<file path="src/rtl/lc3b_types.sv">
// Shared LC-3b types: data word, write mask and the memory arbiter FSM state.
package lc3b_types;

    typedef logic [15:0] lc3b_word;
    typedef logic [1:0]  lc3b_mem_wmask;

    typedef enum logic [1:0] {
        IDLE    = 2'd0,
        SERVE_I = 2'd1,
        SERVE_D = 2'd2
    } lc3b_arb_state;

endpackage

</file>
<file path="src/rtl/mem_req_latch.sv">
// Load-enabled holding register for the granted request (address, wdata, mask, op).
module mem_req_latch
    import lc3b_types::*;
(
    input  logic          clk,
    input  logic          reset,
    input  logic          load,
    input  lc3b_word      ld_address,
    input  lc3b_word      ld_wdata,
    input  lc3b_mem_wmask ld_byte_enable,
    input  logic          ld_write,
    output lc3b_word      address,
    output lc3b_word      wdata,
    output lc3b_mem_wmask byte_enable,
    output logic          write_op
);

    lc3b_word      address_q, address_d;
    lc3b_word      wdata_q, wdata_d;
    lc3b_mem_wmask byte_enable_q, byte_enable_d;
    logic          write_op_q, write_op_d;

    always_comb begin
        address_d     = address_q;
        wdata_d       = wdata_q;
        byte_enable_d = byte_enable_q;
        write_op_d    = write_op_q;
        if (load) begin
            address_d     = ld_address;
            wdata_d       = ld_wdata;
            byte_enable_d = ld_byte_enable;
            write_op_d    = ld_write;
        end
    end

    always_ff @(posedge clk or posedge reset) begin
        if (reset) begin
            address_q     <= '0;
            wdata_q       <= '0;
            byte_enable_q <= '0;
            write_op_q    <= 1'b0;
        end else begin
            address_q     <= address_d;
            wdata_q       <= wdata_d;
            byte_enable_q <= byte_enable_d;
            write_op_q    <= write_op_d;
        end
    end

    assign address     = address_q;
    assign wdata       = wdata_q;
    assign byte_enable = byte_enable_q;
    assign write_op    = write_op_q;

endmodule

</file>
<file path="src/rtl/mem_arbiter.sv">
// Two-port (fetch / data) arbiter onto one physical memory, one transaction in flight.
// Define ARB_STARVE_GUARD_EN to let fetch win after STARVE_LIMIT contested data grants.
module mem_arbiter
    import lc3b_types::*;
#(
    parameter int STARVE_LIMIT = 4
) (
    input  logic          clk,
    input  logic          reset,
    input  logic          if_read,
    input  lc3b_word      if_address,
    output lc3b_word      if_rdata,
    output logic          if_resp,
    input  logic          dm_read,
    input  logic          dm_write,
    input  lc3b_word      dm_address,
    input  lc3b_word      dm_wdata,
    input  lc3b_mem_wmask dm_byte_enable,
    output lc3b_word      dm_rdata,
    output logic          dm_resp,
    output logic          mem_read,
    output logic          mem_write,
    output lc3b_word      mem_address,
    output lc3b_word      mem_wdata,
    output lc3b_mem_wmask mem_byte_enable,
    input  lc3b_word      mem_rdata,
    input  logic          mem_resp,
    output lc3b_arb_state state_dbg
);

    lc3b_arb_state state_q, state_d;
    logic          d_pend, give_i;
    logic          load;
    lc3b_word      ld_address, ld_wdata;
    lc3b_mem_wmask ld_byte_enable;
    logic          ld_write;
    lc3b_mem_wmask lat_byte_enable;
    logic          lat_write;

`ifdef ARB_STARVE_GUARD_EN
    localparam int CNT_W = $clog2(STARVE_LIMIT + 1);
    localparam logic [CNT_W-1:0] LIMIT_CNT = CNT_W'(STARVE_LIMIT);
    logic [CNT_W-1:0] starve_q, starve_d;
`endif

    assign d_pend = dm_read | dm_write;

`ifdef ARB_STARVE_GUARD_EN
    assign give_i = if_read && (!d_pend || (starve_q == LIMIT_CNT));
`else
    assign give_i = if_read && !d_pend;
`endif

    always_comb begin
        state_d        = state_q;
        load           = 1'b0;
        ld_address     = '0;
        ld_wdata       = '0;
        ld_byte_enable = '0;
        ld_write       = 1'b0;
`ifdef ARB_STARVE_GUARD_EN
        starve_d       = starve_q;
`endif
        case (state_q)
            IDLE: begin
                if (give_i) begin
                    state_d        = SERVE_I;
                    load           = 1'b1;
                    ld_address     = if_address;
                    ld_byte_enable = 2'b11;
`ifdef ARB_STARVE_GUARD_EN
                    starve_d       = '0;
`endif
                end else if (d_pend) begin
                    state_d        = SERVE_D;
                    load           = 1'b1;
                    ld_address     = dm_address;
                    ld_wdata       = dm_wdata;
                    // Read+write together is a write; reads always use the full mask.
                    ld_write       = dm_write;
                    ld_byte_enable = dm_write ? dm_byte_enable : 2'b11;
`ifdef ARB_STARVE_GUARD_EN
                    if (if_read && (starve_q != LIMIT_CNT))
                        starve_d = starve_q + 1'b1;
`endif
                end
            end
            SERVE_I, SERVE_D: begin
                if (mem_resp)
                    state_d = IDLE;
            end
            default: state_d = IDLE;
        endcase
    end

    always_ff @(posedge clk or posedge reset) begin
        if (reset)
            state_q <= IDLE;
        else
            state_q <= state_d;
    end

`ifdef ARB_STARVE_GUARD_EN
    always_ff @(posedge clk or posedge reset) begin
        if (reset)
            starve_q <= '0;
        else
            starve_q <= starve_d;
    end
`endif

    mem_req_latch u_req_latch (
        .clk            (clk),
        .reset          (reset),
        .load           (load),
        .ld_address     (ld_address),
        .ld_wdata       (ld_wdata),
        .ld_byte_enable (ld_byte_enable),
        .ld_write       (ld_write),
        .address        (mem_address),
        .wdata          (mem_wdata),
        .byte_enable    (lat_byte_enable),
        .write_op       (lat_write)
    );

    // Strobes depend only on registered state, so reset drops them immediately.
    assign mem_read        = (state_q == SERVE_I) || ((state_q == SERVE_D) && !lat_write);
    assign mem_write       = (state_q == SERVE_D) && lat_write;
    assign mem_byte_enable = (state_q == IDLE) ? 2'b00 : lat_byte_enable;

    assign if_resp   = mem_resp && (state_q == SERVE_I);
    assign dm_resp   = mem_resp && (state_q == SERVE_D);
    assign if_rdata  = mem_rdata;
    assign dm_rdata  = mem_rdata;
    assign state_dbg = state_q;

endmodule

</file>
<file path="config.mk">
export PLATFORM = sky130hd
export DESIGN_NAME = mem_arbiter
export DESIGN_NICKNAME = d
export VERILOG_FILES = /design/src/rtl/lc3b_types.sv /design/src/rtl/mem_req_latch.sv /design/src/rtl/mem_arbiter.sv
export SDC_FILE = /design/constraint.sdc
export NUM_CORES = 1
export LEC_CHECK = 0
export CAP_MARGIN = 10
export CORE_UTILIZATION = 34
export DETAILED_ROUTE_END_ITERATION = 16
export HOLD_SLACK_MARGIN = 0.03
export PLACE_DENSITY = 0.9
export SLEW_MARGIN = 20
export SYNTH_ARGS = -nofsm -noshare
export SYNTH_HDL_FRONTEND = slang
export SYNTH_SLANG_ARGS = --single-unit
</file>
<file path="constraint.sdc">
create_clock -name clk -period 1.9 [get_ports clk]
set_clock_uncertainty 0.15 [all_clocks]
set_input_delay 0.285 -clock clk [delete_from_list [all_inputs] [get_ports clk]]
set_output_delay 0.285 -clock clk [all_outputs]
set_load 0.1 [all_outputs]
</file>
; Yosys cells after proc, flatten, opt, wreduce, memory -nomap -nowiden
; Index checks and enable logic that the tools add are counted.
; Widths: inputs -> output; s select.
[word_totals]
latchBits = 0
reg_bits = 37
mem_bits_rw = 0
in_bits = 72
memories = 0
rom_bits = 0
output_inout_bits = 72
[classes]
shifts = 0
reduce_logical = 11
n_bitwise = 1
n_lt_le_gt_ge = 0
mux = 21
eq_ne = 4
div = 0
mul = 0
add_sub_neg = 0
[ops]
columns = operator, n
row1 = $mux 16, 6
row2 = $mux 2, 8
row3 = $mux 1, 6
row4 = $logic_and 1x1->1, 5
row5 = $pmux 2 s2, 1
row6 = $ne 3x3->1 const B, 1
row7 = $eq 2x1->1 const B, 1
row8 = $eq 2x2->1 const B, 1
row9 = $logic_not 1->1, 2
row10 = $logic_not 2->1, 1
row11 = $ne 2x2->1 const B, 1
row12 = $reduce_and 2->1, 1
row13 = $reduce_or 2->1, 1
row14 = $logic_or 1x1->1, 1
row15 = $or 1x1->1, 1

; Logic depth before layout (Yosys ltp)
; Gate-level depths: netlist (run 1).
[depth]
ltp_word = 5
mapped_depth = 7
ltp_nobuf = 5

; By module
; A second synthesis (run 1) with hierarchy kept.
[unflattened]
cells_unflattened = 176
area_unflattened_um2 = 2222.1
[modules_own_cells]
columns = mod, area_per_inst_um2, cells_each, instances
row1 = mem_req_latch, 1457.6, 75, 1
row2 = mem_arbiter, 764.5, 101, 1

; Worst setup path before layout (run 1)
; Ideal clock, no wire load.
[synth_timing]
path_kind = reg2out
startpoint = reg state_q[0] (netlist: state_dbg[0])
endpoint = out mem_byte_enable[0]
arrival_time_ns = 2.943
t_required_ns = 1.465
stages_incl_launch_ff = 5
setup_slack_ns = -1.478
n_path_buf = 1
cell_sequence = dfrtp_1 > inv_1 > ha_1 > clkbuf_1 > nor2b_1
[synth_between]
elab_chain_cells = 2
[synth_lines]
columns = element, line_no
row1 = start: declaration, mem_arbiter.sv:31  ; lc3b_arb_state state_q, state_d;
row2 = start signal: assignment, mem_arbiter.sv:100  ; state_q <= state_d;
row3 = $logic_not 2->1, mem_arbiter.sv:129  ; assign mem_byte_enable = (state_q == IDLE) ? 2'b00 : lat_byte_enable;
row4 = $mux 2, mem_arbiter.sv:129
row5 = end: declaration, mem_arbiter.sv:25  ; output lc3b_mem_wmask mem_byte_enable,
; No other way between the ends.

; Final worst setup path (run 1)
; Same ends and word-level chain as after synthesis.

==> impl_metrics.yaml, run 1 <==
outcome:
  status: "finished clean"
yosys:
  synth_top_area_share: 0.4973
  synth_edf_count: 0
  synthXorXnorAreaFrac: 0
  avgSynthCellArea_um2: 10.82
  syn-cell-area_mm2: 0.001862
  yosysTopAreaCell: "dfrtp_1"
  synth_top_family_by_area: "compound AO/OA/AOI/OAI gates"
  ys_ff_latch: 37
  ys_seq_area_frac: 0.4973
  yosys-top-cells-area: "dfrtp_1 (50%), buf_4 (13%), a22o_1 (7.5%)"
  postSynthCellCount: 172
  async_flop_share: 1.000
  post_synth_and_or_nand_nor_area_fraction: 0.07124
  synth_compound_area_frac: 0.2453
  ys_warn_count: 0
  synthesis.nets: 247
  synth-adder-area-share: 0.02016
  ys_types: 23
  synth_mux_area_frac: 0
  synth_flop_cell: "dfrtp_1"
final_layout:
  fin_nets: 325
  instances_no_fill: 321
  n_fill_cell: 394
  final_core_util: 0.6488
  drive_gt1_frac: 0.3665
  seq_area_um2: 933.4
  area_growth_pct: 81.38
  multiInputGateArea_um2: 686.9
  antenna_cells: 0
global_routing:
  grt_first_pass_wirelength_um: 7928
  antenna_found_initial: 0
  grt_usage: 0.1737
  first_global_vias: 1691
  overflow: 0
  grt_start_max_net_pins: 38
sta:
  rsz0062_at_grt: "true"
  slew_headroom: 0.5353
  hold_ws_ns: 0.2592
  fmax_mhz: 531.3
  setup_violations: 0
  fin_ws_ns: 0.01788
  finalMaxSlewViolations: 0
  worst_pin_slew_ns: 0.6939
  fin_crit_sh: 0.9906
  hold_viol: 0
  fin_crit_ns: 1.882
clock_network:
  cts_buffers: 5
  path_clk_slew_ns: 0.07
  ctsHoldBuffers: 0
  cts_max_level: 2
  cts_sinks: 37
  cts_tree: "built"
  clockBufferDepth: 2
  cts_root_buffer: "clkbuf_8"
  clk_latency_ns: 0.28
worst_setup_path:
  worst_ep_arrival_time_ns: 1.45
  cp-end-kind: "output port"
  crit_start: "state_dbg[0]"
  startpoint_type: "register"
  critPathKind: "register to output port"
  reg2reg_from: "state_dbg[0]"
  path_max_fanout: 23
  crit_required_ns: 1.46
place:
  place_ws_ns: -0.3630
  place.gp.congestion: 0.7180
  place_hpwl_um: 3643
  placedCellCount: 308
  io_buffers: 95
floorplan:
  num_io_pins: 144
  rows: 26
  die_w_um: 76
  die_height_um: 76
  core_mm2: 0.005205
  initial_core_util: 0.3577
  dieArea_mm2: 0.005776
drt:
  drt-total-wl_um: 4987
  detail-route-antenna-nets: 0
  viasPerCell: 4.807
  drc: 0
  wl_per_cell_um: 15.54
  dr_total_vias: 1543
  drtPass1Iterations: 4
  dr.first_iter.drc_count: 47
job:
  maxCapViolCount: 0
min_path:
  holdCritPathClass: "input port to async pin"
per-stage QoR:
stage / TNS [ns] / area [um^2]
6_report: 0 / 3377
5_1_grt: -0.3117 / 3377
4_1_cts: 0 / 3294
3_5_place_dp: -7.079 / 3159
3_3_place_gp: -4.520 / 3159
2_1_floorplan: -0.1874 / 1902
registers in the layout, indices dropped and copies added (netlist names):
name                     cells
u_req_latch.wdata           16
state_dbg                    2
u_req_latch.byte_enable      2
u_req_latch.write_op         1
u_req_latch.address         16
cells by family after synthesis:
group	Yosys count
AOI/OAI and AO/OA	58
adders and majority gates	3
buffers and inverters	46
DFF	37
and+or+nand+nor	28
worst paths after layout:
check	slack (ns)	end	depth (start not counted)
max in group asynchronous	0.97	state_dbg[0]	3
setup / recovery	0.02	mem_byte_enable[0]	5
min in group clk	0.36	u_req_latch.byte_enable[0]	1
hold / removal	0.26	u_req_latch.address[15]	3
hold reg to reg	0.36	u_req_latch.byte_enable[0]	1
setup reg to reg	0.08	u_req_latch.wdata[13]	4
repair_timing:
| item | in CTS | in global routing |
|---|---|---|
| gates cloned | 0 | 1 |
| resized for setup | 8 | 7 |
| pin swaps | 1 | 2 |
| buffers inserted | 0 | 4 |
| endpoints found under the setup margin | 31 | 25 |
synth_stat cells, drive strengths merged (2+ instances only):
master and n:
nor2 17, nand2 2, nand2b 2, dfrtp 37
a21o 2, buf 40, nor2b 3, a22o 16
o22a 2, ha 3, a21oi 19, and2 3
o22ai 16, inv 4, clkbuf 2
metal layers:
layer / global-route usage / part of all wire / routed length, um / vias up
met1: 0.1897 / 0.38 / 1875 / 731
met4: 0.05577 / 0.0096 / 48 / 0
met2: 0.3155 / 0.53 / 2655 / 77
li1: - / - / - / 729
met3: 0.05868 / 0.082 / 407 / 6
met5: 0 / 0 / 0 / -
cell usage in the layout, fill, tap and decap left out, types with 2 or more instances in the layout:
master,n
a21oi_1,19
nor2b_4,2
dfrtp_4,2
inv_2,2
a22o_1,16
o22a_1,2
nand2_1,2
buf_12,43
and2_4,3
nor2_1,16
nand2b_1,2
o22ai_1,6
clkdlybuf4s50_1,55
o22ai_2,10
inv_1,2
buf_6,3
dfrtp_1,35
ha_4,2
buf_4,11
clkbuf_8,7
worst max-delay path, stage by stage (launching register included):
cell and delay (ns):
dfrtp_4 0.49, inv_2 0.07, ha_2 0.21, buf_12 0.18
nor2b_4 0.06, buf_12 0.16
cell type report:
| type | instances | area share |
|---|---|---|
| clock buffers | 7 | 0.02853 |
| flip-flops and latches | 37 | 0.2764 |
| inverters | 4 | 0.004446 |
| well taps | 70 | 0.02594 |
| clock inverters | 1 | 0.001482 |
| repair buffers | 113 | 0.4598 |
| multi-input cells | 89 | 0.2034 |
Power of run 1 is not shown: default switching activity piles up to over one toggle a cycle in this logic, so the estimate is an artifact.
==> inputs of run 2 (changes only) <==
--- a/config.mk
+++ b/config.mk
@@ -5,7 +5,7 @@
 export SDC_FILE = /design/constraint.sdc
 export NUM_CORES = 1
 export LEC_CHECK = 0
-export CAP_MARGIN = 10
+export CAP_MARGIN = 5
 export CORE_UTILIZATION = 34
 export DETAILED_ROUTE_END_ITERATION = 16
 export HOLD_SLACK_MARGIN = 0.03
==> results of run 2 <==
The final DEF is identical to that of run 1; final timing and power are the same.
Power of run 2 is left out for the same reason.
==> inputs of run 3 (changes only) <==
--- a/config.mk
+++ b/config.mk
@@ -5,7 +5,6 @@
 export SDC_FILE = /design/constraint.sdc
 export NUM_CORES = 1
 export LEC_CHECK = 0
-export CAP_MARGIN = 5
 export CORE_UTILIZATION = 34
 export DETAILED_ROUTE_END_ITERATION = 16
 export HOLD_SLACK_MARGIN = 0.03
==> results of run 3 <==
The final DEF is identical to that of run 1; final timing and power are the same.
Power of run 3 is left out for the same reason.
